==> src/rtl/cpu_joypad_port.sv <==
// cpu_joypad_port: CPU-bus responder for the two controller ports ($4016/$4017).
// A write to port 1 latches the controller strobe from D_in[0]. While strobe is
// high, both 8-bit shift registers reload from the live button inputs every cycle.
// While strobe is low, each read shifts one button bit out, LSB first, and shifts
// a 1 in at the top.
//
// Ports:
//   Clk, reset          clock, asynchronous active-low reset
//   addr, write, bus_en CPU access; the access is taken only in bus_en cycles
//   D_in                CPU write data (only bit 0 is used, by port 1)
//   pad1/2_buttons      live controller buttons, active-high, bit0 = A
//   D_out, rd_valid     registered read data and a one-cycle valid pulse
//   strobe              current strobe latch
//   pad1/2_count        reads since the last reload, saturating at 8
module cpu_joypad_port #(
  parameter logic [15:0] BASE_ADDR = 16'h4016,
  parameter logic [7:0]  OPEN_BUS  = 8'h40
) (
  input  logic        Clk,
  input  logic        reset,
  input  logic [15:0] addr,
  input  logic        write,
  input  logic        bus_en,
  input  logic [7:0]  D_in,
  input  logic [7:0]  pad1_buttons,
  input  logic [7:0]  pad2_buttons,
  output logic [7:0]  D_out,
  output logic        rd_valid,
  output logic        strobe,
  output logic [3:0]  pad1_count,
  output logic [3:0]  pad2_count
);

  localparam int unsigned SR_W  = 8;
  localparam int unsigned CNT_W = 4;
  localparam logic [CNT_W-1:0] CNT_MAX = CNT_W'(SR_W);
  localparam logic [15:0] PORT2_ADDR = 16'(BASE_ADDR + 16'd1);

  typedef enum logic [1:0] {
    LOADING   = 2'd0,
    SHIFTING  = 2'd1,
    EXHAUSTED = 2'd2
  } port_state_e;

  // Port state is fully determined by the strobe latch and the read count.
  function automatic port_state_e port_state(input logic stb, input logic [CNT_W-1:0] cnt);
    if (stb)                 return LOADING;
    else if (cnt < CNT_MAX)  return SHIFTING;
    else                     return EXHAUSTED;
  endfunction

  logic [SR_W-1:0]  sr1, sr2;
  logic [SR_W-1:0]  sr1_nxt, sr2_nxt;
  logic [CNT_W-1:0] cnt1_nxt, cnt2_nxt;
  logic [7:0]       d_out_nxt;
  logic             rd_valid_nxt;
  logic             strobe_nxt;

  logic        hit1_c, hit2_c, rd1_c, rd2_c;
  port_state_e state1_c, state2_c;

  // Bits 7:1 of write data have no function in this block.
  logic d_in_unused_c;
  assign d_in_unused_c = ^D_in[7:1];

  assign hit1_c   = bus_en && (addr == BASE_ADDR);
  assign hit2_c   = bus_en && (addr == PORT2_ADDR);
  assign rd1_c    = hit1_c && !write;
  assign rd2_c    = hit2_c && !write;
  assign state1_c = port_state(strobe, pad1_count);
  assign state2_c = port_state(strobe, pad2_count);

  // State register.
  always_ff @(posedge Clk or negedge reset) begin
    if (!reset) begin
      strobe     <= 1'b0;
      sr1        <= '1;
      sr2        <= '1;
      pad1_count <= '0;
      pad2_count <= '0;
      D_out      <= 8'h00;
      rd_valid   <= 1'b0;
    end else begin
      strobe     <= strobe_nxt;
      sr1        <= sr1_nxt;
      sr2        <= sr2_nxt;
      pad1_count <= cnt1_nxt;
      pad2_count <= cnt2_nxt;
      D_out      <= d_out_nxt;
      rd_valid   <= rd_valid_nxt;
    end
  end

  // Next-state and read-data logic.
  always_comb begin
    strobe_nxt   = strobe;
    sr1_nxt      = sr1;
    sr2_nxt      = sr2;
    cnt1_nxt     = pad1_count;
    cnt2_nxt     = pad2_count;
    d_out_nxt    = D_out;
    rd_valid_nxt = 1'b0;

    // Port-2 writes go to the APU frame counter and are ignored here.
    if (hit1_c && write) strobe_nxt = D_in[0];

    // Reload decisions use the strobe value from before this edge.
    case (state1_c)
      LOADING: begin
        sr1_nxt  = pad1_buttons;
        cnt1_nxt = '0;
      end
      SHIFTING: begin
        if (rd1_c) begin
          sr1_nxt  = {1'b1, sr1[SR_W-1:1]};
          cnt1_nxt = pad1_count + CNT_W'(1);
        end
      end
      EXHAUSTED: begin
        if (rd1_c) sr1_nxt = {1'b1, sr1[SR_W-1:1]};
      end
      default: ;
    endcase

    case (state2_c)
      LOADING: begin
        sr2_nxt  = pad2_buttons;
        cnt2_nxt = '0;
      end
      SHIFTING: begin
        if (rd2_c) begin
          sr2_nxt  = {1'b1, sr2[SR_W-1:1]};
          cnt2_nxt = pad2_count + CNT_W'(1);
        end
      end
      EXHAUSTED: begin
        if (rd2_c) sr2_nxt = {1'b1, sr2[SR_W-1:1]};
      end
      default: ;
    endcase

    // While strobed, reads see the live A button rather than the register.
    if (rd1_c) begin
      d_out_nxt    = {OPEN_BUS[7:1], strobe ? pad1_buttons[0] : sr1[0]};
      rd_valid_nxt = 1'b1;
    end else if (rd2_c) begin
      d_out_nxt    = {OPEN_BUS[7:1], strobe ? pad2_buttons[0] : sr2[0]};
      rd_valid_nxt = 1'b1;
    end
  end

endmodule

==> config.mk <==
export PLATFORM = sky130hd
export DESIGN_NAME = cpu_joypad_port
export DESIGN_NICKNAME = d
export VERILOG_FILES = /design/src/rtl/cpu_joypad_port.sv
export SDC_FILE = /design/constraint.sdc
export NUM_CORES = 1
export LEC_CHECK = 0
export BUFFER_PORTS_ARGS = -buffer_cell sky130_fd_sc_hd__buf_4
export CORE_MARGIN = 3
export CORE_UTILIZATION = 35
export DETAILED_ROUTE_END_ITERATION = 12
export HOLD_SLACK_MARGIN = 0.08
export PLACE_DENSITY_LB_ADDON = 0.15
export SLEW_MARGIN = 20
export SYNTH_ARGS = -nofsm -noshare
export SYNTH_HDL_FRONTEND = slang
export SYNTH_SLANG_ARGS = --single-unit
==> constraint.sdc <==
create_clock -name Clk -period 2.48 [get_ports Clk]
set_clock_uncertainty 0.2 [all_clocks]
set_input_delay 0.744 -clock Clk [delete_from_list [all_inputs] [get_ports Clk]]
set_output_delay 0.744 -clock Clk [all_outputs]
set_load 0.01 [all_outputs]
* Word level (Yosys, flattened, before mapping)
Index checks and enable logic that the tools add are counted.
Storage, ports and cells: bits in registers 34, input port bits 44, output and inout port bits 18
Cells by class: add/subtract/negate cells 2, magnitude comparators 2, equality and inequality tests 10, multiplexer cells 18, reduce and logical (&&, ||, !) cells 19
Operators by type and width (count):
- 16-bit by 15-bit equality test with 1-bit output (second input constant) | 2
- 8-bit 2-to-1 mux | 4
- 8-bit case mux with 2 select lines | 2
- 4-bit case mux with 2 select lines | 2
- 2-bit nonzero test | 5
- 4-bit by 1-bit adder with 4-bit output (second input constant) | 2
- 4-bit < comparator (second input constant) | 2
- 2-bit 2-to-1 mux | 4
- 4-bit 2-to-1 mux | 2
- 2-bit AND reduction | 4
- 1-bit logical AND | 5
- 2-bit by 1-bit equality test with 1-bit output (second input constant) | 2
- 2-bit equality test (second input constant) | 2
- 2-bit logical NOT | 2
- 1-bit 2-to-1 mux | 4
- 2-bit by 1-bit inequality test with 1-bit output (second input constant) | 2
- 2-bit inequality test (second input constant) | 2
- 2-bit OR reduction | 2
- 1-bit logical NOT | 1

* Longest topological paths before layout
depth in word-level cells 7, depth in mapped cells 8

* Worst setup path before layout
OpenSTA, ideal clock, no wires.
path type input -> register, start point in addr[6], end point reg sr1[0], arrival time 2.214 ns, data required time 2.198 ns, path slack -0.017 ns, stages 3, cells stage by stage or4_4 o41ai_4 mux2_4
Between the ends: word-level cells in the longest chain between the ends 5
Ends and longest elaborated chain:
- from (decl) | line 21 | input logic [15:0] addr,
- 16-bit by 15-bit equality test with 1-bit output | line 66 | assign hit1_c = bus_en && (addr == BASE_ADDR);
- 1-bit logical AND | line 66
- 1-bit logical AND | line 68 | assign rd1_c = hit1_c && !write;
- 2-bit by 1-bit inequality test with 1-bit output (no line)
- 2-bit AND reduction (no line)
- to (signal assigned) | line 85 | sr1 <= sr1_nxt;
- to (decl) | line 52 | logic [SR_W-1:0] sr1, sr2;
Every way passes these cells. A chain may end at the register's enable or synchronous reset.

* Final worst setup path
start point in addr[6], end point reg sr1[3]
Same word-level chain as after synthesis.

==> run summary <==
===============================================================================
Outcome                                                            complete, no violations
Depth of the worst register-to-register path                                  7
Number of vias per cell after detailed routing                             5.00
Clock sink count                                                             28
Start-to-end type of the worst setup path                          primary input to register
Num CTS Buffers                                                               3
Crit-path max FO                                                              7
Initial core utilization                                                  36.7%
Number of buffers added for setup after CTS                                   0
Sequence of cells on the critical path                             buf_4, or4_4, o41ai_4, buf_12, mux2_4
Stage delay of the slowest cell on the critical path                    0.56 ns
Vias in the first global route                                            1,432
Post-route clock period utilization                                       88.2%
Die area                                                               5900 um2
Netlist Area Pre-Place                                                 1750 um2
Number of nets at the end of the flow                                       280
Number of primary I/O pins                                                   62
Row count                                                                    25
Post-cts sizing count                                                         0
Maximum number of pins on one net before global-route repair                 29
Total routing usage reported by global routing                            14.2%
DIE HEIGHT                                                              76.8 um
Post-Route Utilization                                                    49.1%
Data arrival time of the critical path                                  2.20 ns
Final number of setup-violating endpoints                                     0
Number of antenna diodes                                                      0
Cell at the root of the clock tree                                     clkbuf_8
Reported max-cap violation count                                              0
Count of input and output buffers                                            48
Remaining design rule violation count                                         0
Final cell count without fillers                                            298
Endpoint of the worst setup timing path                                  sr1[3]
Pwr per Cell Area                                                    785 nW/um2
HPWL after detailed placement                                           3180 um
Cells after DPL                                                             294
Fill cell instance count of the final layout                                460
Longest Clk Path Bufs                                                         2
Buffers plus inverters on the worst setup path                                2
Cell count after synthesis                                                  168
Max rail drop VDD                                                      0.332 mV
CP Depth                                                                      5
WL/cell                                                                 13.6 um
Mapped Avg Cell Area                                                   10.4 um2
Placed cell area                                                       2290 um2
Startpoint of the lowest-slack register-to-register path                 strobe
Sequential area share after synthesis                                     41.1%
Share of cells above drive strength 1                                     47.2%
Worst-case hold slack                                                  0.165 ns
Antenna violations before repair                                              0
Worst setup path start                                                  addr[6]
Starting DRC count in detailed routing                                       68
Final-layout setup total negative slack                                    0 ns
Register bit count reported by yosys                                         28
Core Region                                                            4790 um2
Cell with the biggest individual delay on the critical path               or4_4
Detailed-route wire length                                              4060 um
CTS tree                                                                  built
Worst setup EP type                                                    register
Final antenna-violating net count                                             0
CTS clk-pin slew, worst paths                                           0.10 ns
Initial DRT Pass Iterations                                                   4
Via count of the routed design                                            1,491
Warnings from Yosys                                                           0
Setup repair after global routing missed its margin                          no
Clock latency at the later pin of the worst-skew pair                   0.27 ns
Worst Hold Class                                                   primary input to asynchronous set/reset pin
Total number of H-tree levels                                                 1
Gpl congestion                                                            0.778
Critical path required time                                             2.49 ns
Wire length of the first global-routing pass                            6820 um
GRT overflow                                                                  0
Max-slew violation count                                                      0
Synthesis-to-finish area growth                                           34.0%
Fmax                                                                  0.457 GHz
Min cycle time layout                                                   2.19 ns
Number of endpoints with negative hold slack in the final report              0
Capture instance of the worst register-to-register path                  sr1[3]
Final instance area                                                    2350 um2
Number of library cell types mapped by synthesis                             43
Horizontal extent of the die                                            76.8 um
Critical path's top delay family                                   simple AND/OR/NAND/NOR gates
Launching element type of the critical path                        primary input
CTS hold repair buffers                                                       0
Register-to-register setup slack                                        0.31 ns
Leakage power of the design                                             1.11 nW
===============================================================================
## kinds of logic after synthesis
group / share of synthesized area [%]
AOI/OAI and AO/OA: 12.4
adders and majority gates: 2.85
buffers and inverters: 5.42
DFF: 41.1
muxes: 15.5
other: 0.214
and+or+nand+nor: 22.5
## worst min-delay path by stage
stage,end,slack (ns),cells past startpoint
after floorplan,D_out[0],0.25,0
after global placement,D_out[6],0.26,1
after detailed placement,D_out[6],0.27,1
after CTS,pad1_count[3],0.18,1
after global routing,pad1_count[3],0.18,1
final,pad1_count[2],0.16,1
## through the flow
step	setup slack [ns]	power, mW
after detailed placement	-0.00381	1.57
after global placement	-0.00349	1.56
after global routing	0.183	2.00
final	0.291	1.85
after CTS	0.290	1.87
after floorplan	0.00187	1.30
## power breakdown
| group | internal [mW] | switching, mW |
|---|---|---|
| clock | 0.142 | 0.145 |
| sequential | 0.682 | 0.104 |
| combinational | 0.420 | 0.352 |
## cell usage after synthesis, drive strengths merged
cell     count  area (um2)
nand4        7        43.8
dfstp       16         420
mux2        19         240
buf          7        50.0
a31o         1        8.76
o21ai        4        20.0
or4          3        26.3
ha           4        50.1
o22ai        1        6.26
a41o         1        10.0
a211oi       6        45.0
nor3        10        55.1
clkbuf       4        15.0
nand3        5        30.0
nand2b       9        56.3
nor4         3        33.8
and4bb       1        12.5
inv          8        30.0
mux4         1        22.5
mux2i        1        10.0
conb         1        3.75
o41ai        2        36.3
a21oi        5        25.0
nor2b        7        43.8
nor2         8        30.0
and3         1        6.26
dfrtp       12         300
nand4b       1        8.76
a31oi        4        25.0
o211a        1        10.0
o211ai       2        15.0
and4b        1        10.0
nand2       10        37.5
o31ai        1        7.51
a2bb2oi      1        8.76
## flip-flops by register name, indices dropped and copies added, names as in the netlist
| signal | count |
|---|---|
| D_out | 2 |
| pad1_count | 4 |
| pad2_count | 4 |
| rd_valid | 1 |
| sr1 | 8 |
| sr2 | 8 |
| strobe | 1 |
## cell usage in the layout (no fill, tap or decap), types with 4 or more instances in the layout
cell and instances:
o21ai_0 4, a211oi_1 6, dfrtp_1 12, buf_4 64, ha_1 4, nor2b_1 7, mux2_2 8, nor2_1 7
mux2_1 4, a21oi_1 5, nand2b_1 9, nand4_1 7, nor3_1 9, nand2_1 10, conb_1 6, mux2_4 7
clkbuf_8 4, inv_1 8, dfstp_2 16, nand3_1 4, a31oi_1 4
## worst register-to-register path, delay by kind of cell, from the launching register on
kind,cells,cell delay (ns)
adder cells (fa/ha/maj),1,0.32
multiplexers,1,0.30
buffers and inverters,2,0.26
flip-flops,1,0.44
AND/OR/NAND/NOR,2,0.22
AO/OA/AOI/OAI,1,0.36
## metal layers
layer	up-vias	GRT usage [%]	share of wire, %
li1	740	-	-
met1	702	20.4	51
met2	43	21.1	43
met3	6	2.70	4.8
met4	0	4.89	1.4
met5	-	0	0
## final cells by class
cell class              count  area (um2)  area share [%]
flip-flops and latches     28         721            30.7
inverters                   8        30.0            1.28
repair buffers             65         500            21.3
clock buffers               4        55.1            2.34
multi-input cells         126         960            40.8
well taps                  67        83.8            3.57
Power figures use the tool's default switching activity.
